==> config.mk <==
export PLATFORM = sky130hd
export DESIGN_NAME = hazard_ctrl_unit
export DESIGN_NICKNAME = d
export VERILOG_FILES = /design/src/rtl/hazard_ctrl_unit.sv
export SDC_FILE = /design/constraint.sdc
export NUM_CORES = 1
export LEC_CHECK = 0
export CORE_AREA = 2 2 69 65
export CTS_CLUSTER_DIAMETER = 150
export DETAILED_ROUTE_END_ITERATION = 6
export DIE_AREA = 0 0 71 67
export PLACE_DENSITY = 0.77
export SETUP_SLACK_MARGIN = 0.1
export SLEW_MARGIN = 5
export SYNTH_ARGS = -nofsm -noshare
export SYNTH_HDL_FRONTEND = slang
export SYNTH_SLANG_ARGS = --single-unit
==> constraint.sdc <==
create_clock -name CLK -period 3.2 [get_ports CLK]
set_input_delay 0.96 -clock CLK [delete_from_list [all_inputs] [get_ports CLK]]
set_output_delay 0.96 -clock CLK [all_outputs]
set_load 0.01 [all_outputs]
==> src/rtl/hazard_ctrl_unit.sv <==
// Pipeline hazard controller: load-use bubbles, memory-wait freeze, branch flush, EX forwarding selects.
// Latency: enables, flushes and forwarding selects are combinational from the current inputs and state.
// Backpressure: a pending data-memory access freezes every latch; load-use and RAW hazards hold PC and IF/ID.
module hazard_ctrl_unit #(
  parameter int LOAD_LATENCY = 1,
  parameter int FWD_EN       = 1,
  parameter int MEM_TIMEOUT  = 255,
  parameter int STAT_W       = 16
) (
  input  logic              CLK,
  input  logic              RST,
  input  logic [4:0]        id_rs,
  input  logic [4:0]        id_rt,
  input  logic              id_uses_rt,
  input  logic [4:0]        ex_rd,
  input  logic              ex_regwrite,
  input  logic              ex_memread,
  input  logic              ex_br_taken,
  input  logic [4:0]        mem_rd,
  input  logic              mem_regwrite,
  input  logic [4:0]        wb_rd,
  input  logic              wb_regwrite,
  input  logic              dmem_req,
  input  logic              dmem_ready,
  output logic              pc_en,
  output logic              fd_en,
  output logic              dx_en,
  output logic              xm_en,
  output logic              mw_en,
  output logic              fd_flush,
  output logic              dx_flush,
  output logic [1:0]        fwd_a,
  output logic [1:0]        fwd_b,
  output logic              mem_timeout,
  output logic [STAT_W-1:0] stall_cycles
);

  localparam int CW = (LOAD_LATENCY > 1) ? $clog2(LOAD_LATENCY) : 1;
  localparam int WW = $clog2(MEM_TIMEOUT + 1);

  typedef enum logic {RUN, LDSTALL} state_t;

  state_t        state, state_nxt;
  logic [CW-1:0] cnt, cnt_nxt;
  logic [WW-1:0] wait_cnt;
  logic          mw, lu;

  // True when a writer's destination matches a source read in decode ($0 never matches).
  function automatic logic src_hit(input logic [4:0] rd, input logic [4:0] rs,
                                   input logic [4:0] rt, input logic uses_rt);
    return (rd != 5'd0) && ((rd == rs) || (uses_rt && (rd == rt)));
  endfunction

  // Forwarding select for one EX operand: the younger MEM result wins over WB.
  function automatic logic [1:0] fwd_sel(input logic [4:0] src,
                                         input logic m_wr, input logic [4:0] m_rd,
                                         input logic w_wr, input logic [4:0] w_rd);
    if (m_wr && (m_rd != 5'd0) && (m_rd == src))      return 2'b01;
    else if (w_wr && (w_rd != 5'd0) && (w_rd == src)) return 2'b10;
    else                                              return 2'b00;
  endfunction

  // Hazard detection; without forwarding every older in-flight writer forces a stall.
  always_comb begin
    mw = dmem_req && !dmem_ready;
    if (FWD_EN != 0) begin
      lu = ex_memread && ex_regwrite && src_hit(ex_rd, id_rs, id_rt, id_uses_rt);
    end else begin
      lu = (ex_regwrite  && src_hit(ex_rd,  id_rs, id_rt, id_uses_rt)) ||
           (mem_regwrite && src_hit(mem_rd, id_rs, id_rt, id_uses_rt)) ||
           (wb_regwrite  && src_hit(wb_rd,  id_rs, id_rt, id_uses_rt));
    end
  end

  // Next state and latch controls, priority: memory wait > taken branch > load-use stall.
  always_comb begin
    pc_en     = 1'b1;
    fd_en     = 1'b1;
    dx_en     = 1'b1;
    xm_en     = 1'b1;
    mw_en     = 1'b1;
    fd_flush  = 1'b0;
    dx_flush  = 1'b0;
    state_nxt = state;
    cnt_nxt   = cnt;
    if (RST) begin
      state_nxt = RUN;
      cnt_nxt   = '0;
    end else if (mw) begin
      pc_en = 1'b0;
      fd_en = 1'b0;
      dx_en = 1'b0;
      xm_en = 1'b0;
      mw_en = 1'b0;
    end else if (ex_br_taken) begin
      fd_flush  = 1'b1;
      dx_flush  = 1'b1;
      state_nxt = RUN;
      cnt_nxt   = '0;
    end else if (state == LDSTALL) begin
      pc_en    = 1'b0;
      fd_en    = 1'b0;
      dx_flush = 1'b1;
      cnt_nxt  = cnt - CW'(1);
      if (cnt == CW'(1)) state_nxt = RUN;
    end else if (lu) begin
      pc_en    = 1'b0;
      fd_en    = 1'b0;
      dx_flush = 1'b1;
      if (LOAD_LATENCY > 1) begin
        state_nxt = LDSTALL;
        cnt_nxt   = CW'(LOAD_LATENCY - 1);
      end
    end
  end

  // Operand forwarding selects, tied off when forwarding is disabled.
  always_comb begin
    fwd_a = 2'b00;
    fwd_b = 2'b00;
    if (!RST && (FWD_EN != 0)) begin
      fwd_a = fwd_sel(id_rs, mem_regwrite, mem_rd, wb_regwrite, wb_rd);
      fwd_b = fwd_sel(id_rt, mem_regwrite, mem_rd, wb_regwrite, wb_rd);
    end
  end

  // Stall FSM register.
  always_ff @(posedge CLK) begin
    state <= state_nxt;
    cnt   <= cnt_nxt;
  end

  // Memory-wait watchdog: saturating wait counter and sticky timeout flag.
  always_ff @(posedge CLK) begin
    if (RST) begin
      wait_cnt    <= '0;
      mem_timeout <= 1'b0;
    end else if (mw) begin
      if (wait_cnt != WW'(MEM_TIMEOUT)) wait_cnt <= wait_cnt + WW'(1);
      if (wait_cnt >= WW'(MEM_TIMEOUT - 1)) mem_timeout <= 1'b1;
    end else begin
      wait_cnt <= '0;
    end
  end

  // Saturating count of cycles where the PC did not advance.
  always_ff @(posedge CLK) begin
    if (RST) begin
      stall_cycles <= '0;
    end else if (!pc_en && (stall_cycles != {STAT_W{1'b1}})) begin
      stall_cycles <= stall_cycles + STAT_W'(1);
    end
  end

endmodule

==> summary.md, run 1 <==
| Metric | Value |
|---|---|
| Status | `finished with violations` |
| Failing checks | `setup timing` |
| Largest net degree at the start of global routing | `19` |
| Post-synth top cells | `27 x dfxtp_1, 23 x xnor2_1, 19 x nand2_1` |
| CTS root buf | `clkbuf_8` |
| Met1 Usage GRT | `29.4%` |
| Max Buffers Root-to-Sink | `2` |
| RSZ-0062 raised after global routing | `yes` |
| Fmax | `308 MHz` |
| Area share of xor/xnor cells in the synthesized design | `18.0%` |
| Finished Cell Area | `2870 µm²` |
| Initial antenna violation count | `0` |
| Synth area leaders | `dfxtp_1 32%, xnor2_1 12%, xor2_1 6.2%` |
| Top Usage Layer GRT | `met2` |
| DIE AREA | `4760 µm²` |
| Main combinational cell family by area after synthesis | `simple AND/OR/NAND/NOR gates` |
| Most frequent cell after synthesis | `dfxtp_1` |
| Cell variety after synth | `37` |
| Simple-Gate Fraction of Synth Area | `25.2%` |
| Layout cell share with drive strength beyond 1 | `36.3%` |
| DRT Wirelength | `5.74 mm` |
| Post-Syn Instances | `207` |
| Pre-CTS setup slack | `-0.893 ns` |
| DRT iter0 DRCs | `122` |
| Register area share after synthesis | `31.7%` |
| Worst setup margin | `-0.0473 ns` |
| Cell row count | `22` |
| Worst-path fanout max | `2` |
| Drt wl/cell | `16.2 µm` |
| Top cell type by total area after synthesis | `dfxtp_1` |
| WP data arrival | `2.29 ns` |
| Ant. Diodes | `0` |
| Synthesized flop and latch total | `27` |
| Startpoint Class | `primary input` |
| Clock Skews | `0.00925 ns` |
| Mux cell area share after synthesis | `1.17%` |
| Vias in the first global route | `1,927` |
| YS warnings | `0` |
| Avg Inst Size Synth | `8.24 µm²` |
| Met2 GRT Util | `42.6%` |
| Clk_lat worst skew | `0.28 ns` |
| Required @ worst endpoint | `2.24 ns` |
| Maximum vdd ir drop | `292 µV` |
| Setup CP Type | `in -> out` |
| Via count | `1,978` |
| Synth Area in Adders | `2.20%` |
| Max Cap Viol | `0` |
| Critical Path End Type | `primary output` |
| All-Layer GR Usage | `24.4%` |
| CTS tree | `built` |
| First-pass GRT wire length | `9.09 mm` |
| Slew Limit Fails | `0` |
| CORE AREA | `3990 µm²` |
| Die Ht | `67 µm` |
| Worst-margin pin slew | `0.356 ns` |
| Clock slew at reported path FFs | `0.09 ns` |
| GP Congestion | `0.885` |
| Residual DRC | `0` |
| Via density | `5.59` |
| PortBufs | `62` |
| Hpwl dp | `4.02 mm` |
| Placed Area | `2630 µm²` |
| Min cycle time layout | `3.25 ns` |
| Clock Sinks | `27` |
| I/O Pins | `63` |
| Gr ovfl total | `0` |
| Cell leakage power | `1.14 nW` |
| Pwr Total | `750 µW` |
| H-tree depth | `1` |
| Syn Std Cell Area | `1710 µm²` |
| Dominant synthesized flop cell | `dfxtp_1` |
| Ys async rst share | `0%` |
| Antenna viol nets, final | `0` |
| Initial Util | `42.7%` |
| Crit share post-route | `101%` |
| EDFF count, synth | `0` |
| Core Util, Final | `71.8%` |
| Synth-to-Final Area Change | `68.0%` |
| Syn Nets | `245` |
| Fin. Hold Viols | `0` |
| Drt pass-1 iters | `4` |
| NumNets Final | `345` |
| Global routing usage on met3 | `4.84%` |
| Top-area cell type share of the netlist area | `31.7%` |
| Die width | `71 µm` |
| Final setup viols | `2` |
| Compound-Gate Fraction of Synth Area | `17.9%` |
| Min-delay worst type | `reg -> reg` |
| Pwr/cell area | `262 nW/µm²` |
| Total CTS buffers | `3` |
| Rel. slew slack | `76.2%` |
==> sequential cells by signal, summed over array words and instances, names as in the netlist <==
name	count
stall_cycles	16
wait_cnt	8
state	1
mem_timeout	1
cnt	1
==> power by group <==
group	internal [mW]	total, mW	switching [mW]
Sequential	0.337	0.340	0.00257
Clock	0.0886	0.202	0.113
Combinational	0.112	0.208	0.0957
Total	0.538	0.750	0.211
==> final cells by class <==
cell class                      instances  area, µm²
Clock buffer                            3       41.3
Clock inverter                          1       7.51
Fill cell                             295       1130
Inverter                                5       23.8
Multi-Input combinational cell        168       1320
Sequential cell                        27        541
Tap cell                               48       60.1
Timing Repair Buffer                  102        875
==> cell usage in the layout (no fill, tap or decap), types with 2 or more instances in the layout <==
cell type and n:
nor2_1 15, nor3_1 2, or4_1 6, a211oi_1 4, buf_6 19, buf_4 30, xor2_1 10, dlygate4sd2_1 3
nand3_1 10, clkdlybuf4s50_1 23, xnor2_1 12, nand4_1 4, buf_2 10, o211ai_1 3, and3_1 5, o311ai_0 2
xnor2_2 11, clkbuf_2 12, or3_1 5, a21oi_1 16, mux2i_1 2, nor4_2 2, dfxtp_1 27, inv_1 3
nand2_1 18, o41ai_1 3, clkbuf_8 3, xor2_2 2, o21ai_0 3, nor3_4 2, or4_4 4, ha_1 3
nand3_2 2, nor4_4 2, o31ai_1 6
==> critical path, cell delays in order <==
cell and delay (ns):
clkbuf_2 0.10, buf_4 0.14, xor2_1 0.13, or4_4 0.52
nor4_4 0.27, buf_2 0.17
==> metal layers <==
| metal | vias to the layer above | routed length (µm) |
|---|---|---|
| met3 | 19 | 297 |
| li1 | 961 | - |
| met5 | - | 0 |
| met4 | 0 | 214 |
| met2 | 72 | 2830 |
| met1 | 926 | 2400 |
==> per-stage QoR <==
stage | hold WS (ns) | TNS [ns] | cells
2_1_floorplan | 0.454 | 0 | 207
4_1_cts | 0.482 | -0.178 | 350
5_1_grt | 0.535 | -0.177 | 354
6_report | 0.483 | -0.0902 | 354
3_5_place_dp | 0.463 | -6.78 | 342
3_3_place_gp | 0.457 | -6.24 | 342
==> cells by family (layout without fill, tap and decap cells) <==
family / after synthesis / after routing
flip-flops: 27 / 27
adder cells (fa/ha/maj): 3 / 3
AO/OA/AOI/OAI: 45 / 45
multiplexers: 2 / 2
buffers and inverters: 12 / 111
AND/OR/NAND/NOR: 83 / 83
XOR/XNOR: 35 / 35
==> what timing repair did <==
action                                  4_1_cts  5_1_grt
endpoints found under the setup margin       11       10
hold buffers                                  0        0
cloned                                        0        0
gates resized for setup                     134       54
setup buffers                                 4        5
pin swaps                                    26       23
==> worst paths after layout <==
path / start / endpoint / slack (ns) / depth (start not counted)
min: cnt$_SDFFE_PP0P_ / cnt$_SDFFE_PP0P_ / 0.48 / 2
max: wb_rd[1] / fwd_b[1] / -0.05 / 6
min reg2reg: cnt$_SDFFE_PP0P_ / cnt$_SDFFE_PP0P_ / 0.48 / 2
max reg2reg: stall_cycles[0]$_SDFFE_PP0P_ / stall_cycles[13]$_SDFFE_PP0P_ / 1.03 / 9
Power figures use the tool's default switching activity.
==> inputs of run 2 (changes only) <==
CTS_CLUSTER_DIAMETER = 30   (was 150)
==> results of run 2 <==
The final DEF is identical to that of run 1; final timing and power are the same.
==> edit (settings of run 2) <==
Put one more register stage on the output `mem_timeout`, with the module's reset. The value now appears one clock later. The other outputs are not delayed to match.
--- a/src/rtl/hazard_ctrl_unit.sv
+++ b/src/rtl/hazard_ctrl_unit.sv
@@ -40,4 +40,6 @@
 
   typedef enum logic {RUN, LDSTALL} state_t;
+
+  logic mem_timeout_s0;
 
   state_t        state, state_nxt;
@@ -135,8 +137,8 @@
     if (RST) begin
       wait_cnt    <= '0;
-      mem_timeout <= 1'b0;
+      mem_timeout_s0 <= 1'b0;
     end else if (mw) begin
       if (wait_cnt != WW'(MEM_TIMEOUT)) wait_cnt <= wait_cnt + WW'(1);
-      if (wait_cnt >= WW'(MEM_TIMEOUT - 1)) mem_timeout <= 1'b1;
+      if (wait_cnt >= WW'(MEM_TIMEOUT - 1)) mem_timeout_s0 <= 1'b1;
     end else begin
       wait_cnt <= '0;
@@ -153,4 +155,12 @@
   end
 
+  always_ff @(posedge CLK) begin
+    if (RST) begin
+      mem_timeout <= '0;
+    end else begin
+      mem_timeout <= mem_timeout_s0;
+    end
+  end
+
 endmodule
 
Behaviour: same outputs for any inputs over 10 cycles, from zero or initial values and one cycle with RST high; that may be too few to reach the edited logic, so the function may still have changed.
==> edit against run 2 <==
The flow still finishes with violations (setup timing). Count of clock-buffer cells in the layout unchanged. Synthesized area is 5.6% higher. Total power grew 11%. Final area increased by 4.1%. Worst setup slack worse by 0.025 ns. Wire length is 7.8% lower. First-iteration DRC count grew 43%. Sequential cell count up 1. Largest cell class unchanged.
==> edit: results (changes against run 2) <==
- Crit Path Max Fanout: 3 (+1)
- R2r startpoint: stall_cycles[2]
- RR Endpoint: stall_cycles[9]
- Vias per Instance: 5.52 (-1.3%)
- Post-CTS Setup Inserts: 10 (+6)
- Seq pwr share: 0.421 (-0.033)
- Leak: 1.18 nW (+3.9%)
- Hold Path Sink: wait_cnt[4]
- Dominant cells by area after synthesis: dfxtp_1 31%, xnor2_1 10%, xor2_1 5.8%
- Met3 global-route usage: 0.0303 (-0.0182)
- Largest net degree at the start of global routing: 28 (+9)
- M1 GR Usage: 0.270 (-0.0242)
- Met3 wire length: 337 um (+13%)
- Arrival time worst endpoint: 2.31 ns (+0.02 ns)
- First-pass GRT wire length: 8430 um (-7.2%)
- Post-DP Area: 2670 sq um (+1.5%)
- Post-layout net count: 351 (+1.7%)
- Setup_tns: -0.240 ns (-0.150 ns)
- Setup violators final: 5 (+3)
- DP Worst Slack: -0.841 ns (+0.0521 ns)
- Hold slack final: 0.463 ns (-0.0202 ns)
- Non-filler cells, final: 360 (+1.7%)
- Combinational power share: 0.235 (-0.042)
- Initial DRC Count: 175 (+43%)
- Detailed Place HPWL: 3790 um (-5.6%)
- Resize count post-CTS: 152 (+13%)
- Failing checks: setup timing
- Vias in the first global route: 1811 (-6.0%)
- FF-to-FF path depth: 7 (-2)
- Clock skew: 0.00481 ns (-0.00443 ns)
- Status: finished, violations left
- End of the critical path: pc_en
- Min setup slack post-route: -0.0719 ns (-0.0246 ns)
- Internal: 0.625 mW (+16%)
- Placed Cells incl. Taps: 344 (+0.58%)
- Sequential share of the synthesized area: 0.311 (-0.00584)
- Fill cells: 273 (-7.5%)
- VDD IR-drop max: 0.165 mV (-43%)
- Grt met2 use: 0.417 (-0.00935)
- Hold path depth: 1 (-1)
- Comb pwr: 0.196 mW (-6%)
- R2R setup slack: 0.86 ns (-0.17 ns)
- Post-Route WL: 5290 um (-7.8%)
- Tot GR Track Use: 0.225 (-0.0194)
edit: area by class of cell:
class                   instances  area [sq um]  share of cell area
repair buffers                103           905               0.303
inverters                       8          30.0              0.0101
well taps                      48          60.1              0.0201
flip-flops and latches         28           561               0.188
multi-input cells             169          1360               0.454
clock buffers                   3          41.3              0.0138
clock inverters                 1          30.0              0.0101
edit: kinds of logic (layout without fill, tap and decap cells):
family                   count (synthesis)  count (layout)  synth area share
AO/OA/AOI/OAI                           41              41             0.158
XOR/XNOR                                33              33             0.160
adder cells (fa/ha/maj)                  3               3            0.0208
buffers and inverters                   20             115            0.0576
flip-flops                              28              28             0.311
multiplexers                             5               5            0.0292
AND/OR/NAND/NOR                         87              87             0.263
edit: critical path, stage by stage:
cell and delay [ns]:
buf_2 0.13, xnor2_1 0.17, nand4_1 0.13, o22ai_2 0.15
o2111ai_4 0.13, a221o_1 0.39, buf_6 0.14, buf_6 0.11
